==> config.mk <==
export PLATFORM = sky130hd
export DESIGN_NAME = scandoubler_vidin_writer
export DESIGN_NICKNAME = d
export VERILOG_FILES = /design/src/rtl/scandoubler_pkg.sv /design/src/rtl/scandoubler_linebuf.sv /design/src/rtl/scandoubler_vidin_writer.sv
export SDC_FILE = /design/constraint.sdc
export NUM_CORES = 1
export LEC_CHECK = 0
export CORE_ASPECT_RATIO = 1.4
export CORE_MARGIN = 8
export CORE_UTILIZATION = 62
export DETAILED_ROUTE_END_ITERATION = 10
export GPL_TIMING_DRIVEN = 0
export PLACE_DENSITY_LB_ADDON = 0.15
export SLEW_MARGIN = 30
export SYNTH_ARGS = -nofsm -noshare
export SYNTH_HDL_FRONTEND = slang
export SYNTH_SLANG_ARGS = --single-unit
==> constraint.sdc <==
create_clock -name clk_96 -period 4 [get_ports clk_96]
set_input_delay 0.8 -clock clk_96 [delete_from_list [all_inputs] [get_ports clk_96]]
set_output_delay 0.8 -clock clk_96 [all_outputs]
set_load 0.005 [all_outputs]
==> src/rtl/scandoubler_pkg.sv <==
// Shared constants and types for the scandoubler framebuffer writer.
package scandoubler_pkg;
  localparam int          BLOCK_WORDS = 16;
  localparam logic [15:0] PAD_WORD    = 16'h0000;
  localparam int          XW          = 11;

  typedef enum logic {
    IDLE   = 1'b0,
    STREAM = 1'b1
  } rd_state_e;

  typedef logic       slot_t;
  typedef logic [3:0] word_t;
endpackage

==> src/rtl/scandoubler_linebuf.sv <==
// Two-slot block buffer: 32x16 simple dual-port RAM addressed {slot, word}.
// Registered read, one cycle latency; read data holds while rd_en_i is low.
module scandoubler_linebuf
  import scandoubler_pkg::*;
(
  input  logic        clk_i,
  input  logic        init_n_i,
  input  logic        wr_en_i,
  input  logic [4:0]  wr_addr_i,
  input  logic [15:0] wr_dat_i,
  input  logic        rd_en_i,
  input  logic [4:0]  rd_addr_i,
  output logic [15:0] rd_dat_o
);
  logic [15:0] mem_q [2*BLOCK_WORDS];
  logic [15:0] rd_dat_q;

  always_ff @(posedge clk_i) begin
    if (wr_en_i) mem_q[wr_addr_i] <= wr_dat_i;
  end

  always_ff @(posedge clk_i) begin
    if (!init_n_i)    rd_dat_q <= '0;
    else if (rd_en_i) rd_dat_q <= mem_q[rd_addr_i];
  end

  assign rd_dat_o = rd_dat_q;
endmodule

==> src/rtl/scandoubler_vidin_writer.sv <==
// Packs core pixels into 16-word blocks and streams them to the SDRAM vidin port.
// Word n is presented the cycle after the n-th ack; pixels are dropped (overflow) when both slots are full.
module scandoubler_vidin_writer
  import scandoubler_pkg::*;
(
  input  logic          clk_96,
  input  logic          init_n,
  input  logic          pix_ce,
  input  logic [15:0]   pix_d,
  input  logic          pix_hs,
  input  logic          pix_vs,
  output logic          vidin_req,
  output logic [1:0]    vidin_frame,
  output logic [XW-1:0] vidin_x,
  output logic [XW-1:0] vidin_y,
  output logic [15:0]   vidin_d,
  input  logic          vidin_ack,
  output logic          overflow
);
  logic                   hs_q, vs_q, padding_q, padding_d, overflow_q;
  logic [1:0]             full_q, full_d, full_avail;
  slot_t                  fill_q, fill_d, drain_q, drain_d;
  word_t                  wcnt_q, wcnt_d, rcnt_q, rcnt_d;
  logic [XW-1:0]          x_q, x_d, y_q, y_d, vy_q;
  logic [1:0]             frame_q, frame_d, vf_q;
  logic [XW-5:0]          vx_hi_q;
  logic [1:0][XW-5:0]     base_xh_q;
  logic [1:0][XW-1:0]     base_y_q;
  logic [1:0][1:0]        base_f_q;
  rd_state_e              state_q, state_d;
  logic                   hs_rise, vs_rise, last_ack, wr_en, ovf_set, blk_done, rd_en, load;
  logic [15:0]            wr_dat;

  // Fill side: pixel capture, line-end padding and frame/line counters.
  always_comb begin
    hs_rise    = pix_hs & ~hs_q;
    vs_rise    = pix_vs & ~vs_q;
    last_ack   = (state_q == STREAM) && vidin_ack && (rcnt_q == word_t'(BLOCK_WORDS - 1));
    full_avail = full_q;
    if (last_ack) full_avail[drain_q] = 1'b0;
    wr_en   = 1'b0;
    wr_dat  = pix_d;
    ovf_set = 1'b0;
    if (padding_q) begin
      wr_en   = 1'b1;
      wr_dat  = PAD_WORD;
      ovf_set = pix_ce;
    end else if (pix_ce) begin
      if (!full_avail[fill_q]) wr_en = 1'b1;
      else                     ovf_set = 1'b1;
    end
    blk_done  = wr_en && (wcnt_q == word_t'(BLOCK_WORDS - 1));
    wcnt_d    = wr_en ? wcnt_q + 4'd1 : wcnt_q;
    x_d       = wr_en ? x_q + XW'(1) : x_q;
    y_d       = y_q;
    frame_d   = frame_q;
    padding_d = padding_q;
    if (padding_q && blk_done) begin
      padding_d = 1'b0;
      x_d       = '0;
      y_d       = y_q + XW'(1);
    end else if (hs_rise && !padding_q) begin
      if (wcnt_d != '0) padding_d = 1'b1;
      else begin
        x_d = '0;
        y_d = y_q + XW'(1);
      end
    end
    if (vs_rise) begin
      frame_d = frame_q + 2'd1;
      y_d     = '0;
    end
    full_d = full_avail;
    if (blk_done) full_d[fill_q] = 1'b1;
    fill_d = fill_q ^ blk_done;
  end

  always_comb begin
    state_d = state_q;
    rcnt_d  = rcnt_q;
    drain_d = drain_q;
    rd_en   = 1'b0;
    load    = 1'b0;
    case (state_q)
      IDLE: begin
        if (full_q[drain_q]) begin
          state_d = STREAM;
          rcnt_d  = '0;
          rd_en   = 1'b1;
          load    = 1'b1;
        end
      end
      STREAM: begin
        if (last_ack) begin
          state_d = IDLE;
          drain_d = ~drain_q;
          rcnt_d  = '0;
        end else if (vidin_ack) begin
          rcnt_d = rcnt_q + 4'd1;
          rd_en  = 1'b1;
        end
      end
      default: state_d = IDLE;
    endcase
  end

  always_ff @(posedge clk_96) begin
    if (!init_n) begin
      hs_q <= 1'b0; vs_q <= 1'b0; padding_q <= 1'b0; overflow_q <= 1'b0;
      full_q <= '0; fill_q <= 1'b0; drain_q <= 1'b0;
      wcnt_q <= '0; rcnt_q <= '0; x_q <= '0; y_q <= '0; frame_q <= '0;
      vy_q <= '0; vf_q <= '0; vx_hi_q <= '0;
      base_xh_q <= '0; base_y_q <= '0; base_f_q <= '0;
      state_q <= IDLE;
    end else begin
      hs_q <= pix_hs; vs_q <= pix_vs; padding_q <= padding_d;
      overflow_q <= overflow_q | ovf_set;
      full_q <= full_d; fill_q <= fill_d; drain_q <= drain_d;
      wcnt_q <= wcnt_d; rcnt_q <= rcnt_d; x_q <= x_d; y_q <= y_d; frame_q <= frame_d;
      state_q <= state_d;
      if (blk_done) begin
        base_xh_q[fill_q] <= x_q[XW-1:4];
        base_y_q[fill_q]  <= y_q;
        base_f_q[fill_q]  <= frame_q;
      end
      if (load) begin
        vx_hi_q <= base_xh_q[drain_q];
        vy_q    <= base_y_q[drain_q];
        vf_q    <= base_f_q[drain_q];
      end
    end
  end

  scandoubler_linebuf u_linebuf (
    .clk_i     (clk_96),
    .init_n_i  (init_n),
    .wr_en_i   (wr_en),
    .wr_addr_i ({fill_q, wcnt_q}),
    .wr_dat_i  (wr_dat),
    .rd_en_i   (rd_en),
    .rd_addr_i ({drain_q, rcnt_d}),
    .rd_dat_o  (vidin_d)
  );

  assign vidin_req   = (state_q == STREAM);
  assign vidin_x     = {vx_hi_q, rcnt_q};
  assign vidin_y     = vy_q;
  assign vidin_frame = vf_q;
  assign overflow    = overflow_q;
endmodule
==> results of run 1 <==
per-layer routing:
layer | track usage [%] | vias up | wire length (um)
met2 | 51.1 | 1145 | 36400
met1 | 33.4 | 8446 | 24400
met5 | 0 | - | 0
met4 | 19.4 | 0 | 5250
li1 | - | 7584 | -
met3 | 6.11 | 281 | 7020
synth_stat cells, drive strengths merged, types with 11 or more instances:
cell type,number,area [um^2]
edfxtp,512,15400
nand2,242,916
dfxtp,117,2340
a211oi,115,881
and3,111,699
mux2i,98,981
clkbuf,69,259
nor2,69,262
o21ai,67,335
buf,65,345
nand3,64,330
nor2b,61,382
a21oi,42,210
a31oi,38,238
a311oi,34,304
o211a,21,210
and2,14,90.1
a32oi,13,121
xor2,11,96.3
report_power, final:
part	switching, uW	internal, uW	total, uW
Clock	2310	3050	5360
Sequential	30.7	7260	7290
Combinational	451	209	660
Total	2800	10500	13300
layout make-up:
type	count	area (um^2)	area share, %
sequential	629	17700	60.0
buffer	134	622	2.10
multi-input combinational	1133	7510	25.4
clock buffer	78	1610	5.44
inverter	9	33.8	0.114
timing repair buffer	89	1160	3.93
clock inverter	24	220	0.745
tap	540	676	2.29
flip-flops by register name, indices dropped and copies added (netlist names), 7 cells and up:
register / flops
u_linebuf.mem_q: 512
base_xh_q: 14
x_q: 11
vidin_y: 11
base_y_q: 22
vx_hi_q: 7
u_linebuf.rd_dat_o: 16
y_q: 11
logic make-up after synthesis:
group / after synthesis / synth area share, %
simple gates: 604 / 11.6
buf+inv: 143 / 2.50
fa+ha+maj: 9 / 0.441
compound gates: 400 / 11.4
flops: 629 / 69.4
mux: 101 / 4.05
xor+xnor: 19 / 0.652
metrics by stage:
stage	area, um^2	util [%]
floorplan	25500	-
global placement	26800	65.5
detailed placement	27700	67.5
CTS	29500	72.0
global route	29500	72.1
finish	29500	72.1
how the worst min path moves through the flow:
stage                                     end  slack (ps)  cells after the start
after floorplan           overflow$_SDFF_PN0_         460                      1
after global placement    overflow$_SDFF_PN0_         450                      1
after detailed placement  overflow$_SDFF_PN0_         470                      1
after CTS                 overflow$_SDFF_PN0_         490                      1
after global routing      overflow$_SDFF_PN0_         500                      1
final                     overflow$_SDFF_PN0_         490                      1
what timing repair did:
item | 4_1_cts | 5_1_grt
endpoints found under the setup margin | 16 | 82
pin swaps | 0 | 2
resized for setup | 1 | 16
==> results.yml, run 1 <==
synth:
  synth.distinct_cells: 70
  ys_ff_latch: 629
  ys_warn_count: 0
  synthCells: 1905
  syn-cell-area_um2: 25500
  ys_seq_area_share_pct: 69.4
  async_flop_share_pct: 0
  synth_edf_count: 512
  synth_nets: 1936
  synth_ff_type: "edfxtp_1"
  avgSynthCellArea_um2: 13.4
timing:
  max-slew-margin-rel_pct: 37.3
  timing.fmax_mhz: 253
  hold_violations: 0
  fin_skew_ps: 25.8
  worst_slew_pin_slew_ps: 940
  hold_ws_ps: 486
  final.setup.tns_ps: 0
  setup_violations: 0
  fin_ws_ps: 47.9
  min_period_over_period_pct: 98.8
  grt_setup_unrepaired: "yes"
  drv_slew: 0
  finalCriticalPeriod_ps: 3950
critical_path:
  reg2reg_to: "u_linebuf.rd_dat_o[13]$_SDFFE_PN0P_"
  worst-endpoint-required_ps: 4450
  crit_cells: 10
  r2r_cells: 10
  critPathLaunch: "rcnt_q[0]$_SDFF_PN0_"
  r2r_start: "rcnt_q[0]$_SDFF_PN0_"
  setup.worst_path.class: "flop to flop"
  path_max_fanout: 10
  crit_buf_inv: 3
  slowest_stage: "buf_1"
  cpLargestDelayFamily: "compound AO/OA/AOI/OAI gates"
  rrSetupSlack_ps: 50
  cp_slowest_stage_delay_ps: 620
  cp_data_arrival_time_ps: 4400
  crit_path_start_kind: "flop"
  cp_cell_sequence: "ha_1, nand3_2, a21o_1, nand2_4, buf_6, buf_2, buf_1, a311oi_1, a21oi_1, a31oi_1"
  endpoint: "u_linebuf.rd_dat_o[13]$_SDFFE_PN0P_"
  worst_setup_path_end_kind: "flop"
floorplanning:
  die_x_um: 188
  die-area_um2: 48000
  fp.dieH_um: 256
  rows: 88
  io_pins: 64
  initial_utilization_pct: 62.3
  coreArea_um2: 41000
drt:
  drc: 1
  ant_nets: 0
  wire_per_inst_um: 27.7
  viasPerCell: 6.62
  dr.first_iter.drc_count: 2007
  dr_total_vias: 17500
  drt-total-wl_mm: 73.1
  drt_pre_antenna_iters: 11
power_and_ir_drop:
  p_leak_uw: 0.0101
  p_per_area_nw_per_um2: 451
  power_uw: 13300
  peakVddDrop_mv: 0.315
cts:
  clock_path_buffers: 3
  clock-sinks: 629
  post-cts-setup-buffers: 0
  hold_buffers: 0
  htreeDepth: 2
  clkLatencyLatePin_ps: 610
  cts_tree: "built"
  numCtsBuffers: 54
  root_buffer: "clkbuf_16"
  clk_pin_slew_ps: 70
run_status:
  status: "finished with violations"
  failed_checks: "DRC"
finish:
  final_cell_count_no_fill: 2636
  area_delta_synth_final_pct: 15.7
  fin_nets: 2081
  drive_above_1_share_pct: 11.6
  final_cell_mix: "edfxtp_1 (512), nand2_1 (239), dfxtp_1 (117)"
  diodes: 0
  n_fill_cell: 2715
  layout_commonest_cell: "edfxtp_1"
grt:
  grt_overflow_total: 0
  antenna_found_initial: 0
  grt_pass1_vias: 17500
  grt_first_pass_wirelength_mm: 108
  grt_max_degree: 33
  grt_usage_pct: 29.8
place:
  placedCellCount: 2534
  io_buffers: 62
  place_congestion: 0.993
  hpwl_mm: 50.7
  preCtsSetupSlack_ps: -546
min_path:
  hp-class: "flop to flop"
  hp-start: "overflow$_SDFF_PN0_"
flow_run:
  cap_viol_max_count: 0
Note: power is estimated with default switching activity, not from simulation.
==> run 2: changes to the inputs <==
TNS_END_PERCENT = 50   (was default)
==> results of run 2 <==
The final DEF is identical to that of run 1; final timing and power are the same.
